`src/rtl/inst_queue_pkg.sv`:
```
// Shared types and constants for the instruction queue between fetch and decode.
package inst_queue_pkg;

   // Default number of queue entries.
   localparam int IQ_DEPTH = 8;

   // One fetched instruction as held in the queue.
   typedef struct packed {
      logic [31:0] pc;
      logic [31:0] instruction;
   } fetch_entry_t;

endpackage : inst_queue_pkg

```
`src/rtl/inst_queue.sv`:
```
// Show-ahead circular instruction queue between fetch and decode.
// DEPTH must be a power of two and at least 2. Pointers carry one extra wrap
// bit, so full means equal indices with different wrap bits and empty means
// fully equal pointers. The occupancy counter tracks the same condition, and
// queue_full / out_valid come straight from it. Storage is never reset; only
// the pointers and the counter are.
module inst_queue
   import inst_queue_pkg::*;
#(
   parameter int DEPTH = IQ_DEPTH,
   parameter int CNT_W = $clog2(DEPTH) + 1
) (
   input  logic             clk,
   input  logic             reset,
   input  logic             flush,
   input  logic             in_valid,
   input  logic [31:0]      in_pc,
   input  logic [31:0]      in_instruction,
   output logic             queue_full,
   output logic             out_valid,
   output logic [31:0]      out_pc,
   output logic [31:0]      out_instruction,
   input  logic             out_ready,
   output logic [CNT_W-1:0] count
);

   localparam int IDX_W = $clog2(DEPTH);

   logic [IDX_W:0]   rptr_q;
   logic [IDX_W:0]   rptr_d;
   logic [IDX_W:0]   wptr_q;
   logic [IDX_W:0]   wptr_d;
   logic [CNT_W-1:0] count_q;
   logic [CNT_W-1:0] count_d;

   fetch_entry_t     mem_q [DEPTH];
   fetch_entry_t     wr_entry_s;
   fetch_entry_t     head_s;

   logic             full_s;
   logic             empty_s;
   logic             push_s;
   logic             pop_s;

   // Status flags, handshakes and the next pointer/count values.
   always_comb begin
      full_s     = (count_q == CNT_W'(DEPTH));
      empty_s    = (count_q == {CNT_W{1'b0}});
      // A push while full is dropped even if a pop frees a slot this cycle,
      // so the full flag never depends on out_ready.
      push_s     = in_valid && !full_s && !flush;
      pop_s      = !empty_s && out_ready && !flush;
      wr_entry_s = '{pc: in_pc, instruction: in_instruction};
      head_s     = mem_q[rptr_q[IDX_W-1:0]];
      rptr_d     = rptr_q;
      wptr_d     = wptr_q;
      count_d    = count_q;

      if (flush) begin
         rptr_d  = {(IDX_W + 1){1'b0}};
         wptr_d  = {(IDX_W + 1){1'b0}};
         count_d = {CNT_W{1'b0}};
      end else begin
         if (push_s) begin
            wptr_d = wptr_q + {{IDX_W{1'b0}}, 1'b1};
         end else begin
            wptr_d = wptr_q;
         end
         if (pop_s) begin
            rptr_d = rptr_q + {{IDX_W{1'b0}}, 1'b1};
         end else begin
            rptr_d = rptr_q;
         end
         case ({push_s, pop_s})
            2'b10:   count_d = count_q + {{(CNT_W - 1){1'b0}}, 1'b1};
            2'b01:   count_d = count_q - {{(CNT_W - 1){1'b0}}, 1'b1};
            default: count_d = count_q;
         endcase
      end
   end

   // Control state: pointers and occupancy, cleared asynchronously by reset.
   always_ff @(posedge clk or posedge reset) begin
      if (reset) begin
         rptr_q  <= {(IDX_W + 1){1'b0}};
         wptr_q  <= {(IDX_W + 1){1'b0}};
         count_q <= {CNT_W{1'b0}};
      end else begin
         rptr_q  <= rptr_d;
         wptr_q  <= wptr_d;
         count_q <= count_d;
      end
   end

   // Entry storage: written on an accepted push, intentionally not reset.
   always_ff @(posedge clk) begin
      if (push_s) begin
         mem_q[wptr_q[IDX_W-1:0]] <= wr_entry_s;
      end
   end

   // Show-ahead head outputs, forced to zero while the queue is empty.
   always_comb begin
      queue_full      = full_s;
      out_valid       = !empty_s;
      count           = count_q;
      out_pc          = 32'h0000_0000;
      out_instruction = 32'h0000_0000;
      if (!empty_s) begin
         out_pc          = head_s.pc;
         out_instruction = head_s.instruction;
      end else begin
         out_pc          = 32'h0000_0000;
         out_instruction = 32'h0000_0000;
      end
   end

endmodule : inst_queue
```
`config.mk`:
```
export PLATFORM = sky130hd
export DESIGN_NAME = inst_queue
export DESIGN_NICKNAME = d
export VERILOG_FILES = /design/src/rtl/inst_queue_pkg.sv /design/src/rtl/inst_queue.sv
export SDC_FILE = /design/constraint.sdc
export NUM_CORES = 1
export LEC_CHECK = 0
export BUFFER_PORTS_ARGS = -buffer_cell sky130_fd_sc_hd__buf_2
export CAP_MARGIN = 10
export CORE_UTILIZATION = 60
export CTS_CLUSTER_DIAMETER = 200
export DETAILED_ROUTE_END_ITERATION = 8
export PLACE_DENSITY_LB_ADDON = 0.1
export SKIP_CTS_REPAIR_TIMING = 1
export SLEW_MARGIN = 20
export SYNTH_ARGS = -nofsm -noshare
export SYNTH_HDL_FRONTEND = slang
export SYNTH_SLANG_ARGS = --single-unit
```
`constraint.sdc`:
```
create_clock -name clk -period 13.6 [get_ports clk]
set_clock_uncertainty 0.2 [all_clocks]
set_input_delay 2.04 -clock clk [delete_from_list [all_inputs] [get_ports clk]]
set_output_delay 2.04 -clock clk [all_outputs]
set_load 0.05 [all_outputs]
```
==> run summary <==
Routed Antenna Nets = 0
Area contributors post-synth = edfxtp_1, mux4_2, mux2i_1, nor2_1, dfrtp_1
Crit path capture type = output port
Fmax = 169 MHz
Initial Util = 61.3%
RSZ-0062 raised after global routing = false
Flops & latches, synth = 522
Global router's overall resource usage = 22.7%
First-iteration detailed-routing DRC count = 805
Root Driver = clkbuf_16
Critical path required time = 11.36 ns
Final hold vios = 0
Dpl hpwl = 19.6 mm
Peak VDD IR = 0.166 mV
Worst-margin pin slew = 0.928 ns
GR Overflow Total = 0
Vias/cell = 5.90
LEAKAGE = 0.00735 uW
Headroom to the max-slew limit = 38.1%
Wire per inst = 24.4 um
TNS Setup = 0 ns
TritonCTS buffer count = 50
Largest net degree at the start of global routing = 55
Number of global-route vias before repair = 9461
DIE AREA = 34200 um^2
Max Cap Viol = 0
WL final = 37.6 mm
H-tree levels = 2
Layout cells sized above 1 = 33.8%
Filler cells = 2034
Skew-Pair Late Insertion Delay = 0.55 ns
GP Congestion = 0.753
Clk sink count = 522
Final nets = 1131
Setup crit start kind = flop
Clk slew on worst S/H paths = 0.06 ns
DP Cell Count = 1447
Yosys cell types = 40
Post-synth top flop = edfxtp_1
EDFF count, synth = 512
CP Class = flop to output port
Fin area = 22900 um^2
Fin. max-slew vios = 0
Tmin final = 5.91 ns
Router iterations before antenna repair = 5
Pwr/cell area = 200 nW/um^2
Ports = 139
Setup-failing EPs final = 0
Yosys top cell area share = 76.5%
Hold Path Class = flop to flop
P&R area growth vs syn = 14.0%
Post-synth top cells = edfxtp_1, mux4_2, nor2_1
Clock Path Buffers = 3
Mapped Area = 20100 um^2
DP Area = 21300 um^2
Rows = 66
DR DRC count = 0
Core area = 32800 um^2
Antenna violations before repair = 3
CP Data Arrival Time = 3.67 ns
Post-Synthesis Mean Instance Area = 22.4 um^2
PortBufs = 138
Die Width = 185 um
Syn nets = 970
Storage element area = 15600 um^2
Largest area contributor in the netlist = edfxtp_1
CP max FO = 48
Ys Warns = 0
Via count = 9085
Fin crit share = 43.4%
Fraction of registers with async set or reset after synthesis = 1.92%
Cells after Synth = 897
First-pass GRT wire length = 56.1 mm
Multi-input logic area = 4290 um^2
Seq/Total Area, Yosys = 77.7%
Die H = 185 um
Fin cells = 1540
CTS tree = yes
Count leader, synth = edfxtp_1
Status = completed
placed cells by master (no fill, tap or decap), drive strengths merged, types with 2 or more instances in the layout:
cell type / netlist / final
mux4: 128 / 128
xnor2: 3 / 3
clkbuf: 11 / 61
mux2i: 66 / 66
dfrtp: 10 / 10
xor2: 4 / 4
nor4b: 4 / 4
buf: 39 / 159
nor2: 76 / 76
edfxtp: 512 / 512
bufinv: 0 / 3
a21oi: 4 / 4
nand3: 2 / 2
or4b: 2 / 2
inv: 3 / 3
ha: 4 / 4
nand2: 7 / 7
clkinv: 0 / 26
nor4: 2 / 2
layout make-up:
class                           instances  share of cell area (%)
Antenna cell                            1                  0.0109
Clock buffer                           61                    5.92
Clock inverter                         30                   0.906
Inverter                                3                  0.0491
Multi-Input combinational cell        322                    18.7
Sequential cell                       522                    68.2
Tap cell                              442                    2.41
Timing Repair Buffer                  159                    3.76
worst paths after layout:
path                                            start                endpoint  cells past startpoint  slack, ns
worst max-delay path            rptr_q[1]$_DFFE_PP0P_      out_instruction[2]                      6       7.69
worst min-delay path            wptr_q[0]$_DFFE_PP0P_   wptr_q[0]$_DFFE_PP0P_                      2       0.37
worst max register to register   count[1]$_DFFE_PP0P_  mem_q[6][57]$_DFFE_PP_                      5      10.27
worst min register to register  wptr_q[0]$_DFFE_PP0P_   wptr_q[0]$_DFFE_PP0P_                      2       0.37
max in group asynchronous                       reset   rptr_q[0]$_DFFE_PP0P_                      2      11.59
min in group asynchronous                       reset    count[3]$_DFFE_PP0P_                      2       1.27
cell families after synthesis:
family                   after synthesis  synth area share, %
multiplexers                         195                 17.7
adder cells (fa/ha/maj)                4                0.249
XOR/XNOR                               7                0.305
flip-flops                           522                 77.7
AND/OR/NAND/NOR                      101                 2.23
AO/OA/AOI/OAI                         15                0.598
buffers and inverters                 53                 1.22
stage by stage:
stage          hold slack [ns]  util, %  total power (uW)  setup WS (ns)
6_report                 0.372     69.9              4580           7.69
5_1_grt                  0.405     69.9              4750           7.49
4_1_cts                  0.378     69.8              4620           7.50
3_5_place_dp             0.369     65.1              3310           8.09
3_3_place_gp             0.354     65.1              3300           8.11
2_1_floorplan            0.336        -              3010           3.37
worst max-delay path: stages (launching register included):
cell and delay [ns]:
dfrtp_4 0.80, buf_4 0.62, buf_4 0.69, mux4_2 0.33, mux2i_1 0.07, nor2_1 0.24, buf_2 0.32
sequential cells by signal (all words and copies together), names as in the netlist:
register and flops:
rptr_q 3, wptr_q 3, count 4, mem_q 512
per-layer routing:
metal | track usage (%) | up-vias | share of wire [%]
met4 | 5.65 | 4 | 1.8
li1 | - | 4055 | -
met3 | 4.21 | 58 | 4.8
met2 | 38.9 | 220 | 52
met5 | 0 | - | 0.064
met1 | 30.4 | 4748 | 42
power by group:
group / total, uW / switching (uW) / internal (uW)
clock network: 1320 / 554 / 761
registers: 1880 / 57.8 / 1820
logic: 1380 / 915 / 469
total: 4580 / 1530 / 3050
(Power assumes the default switching activity.)
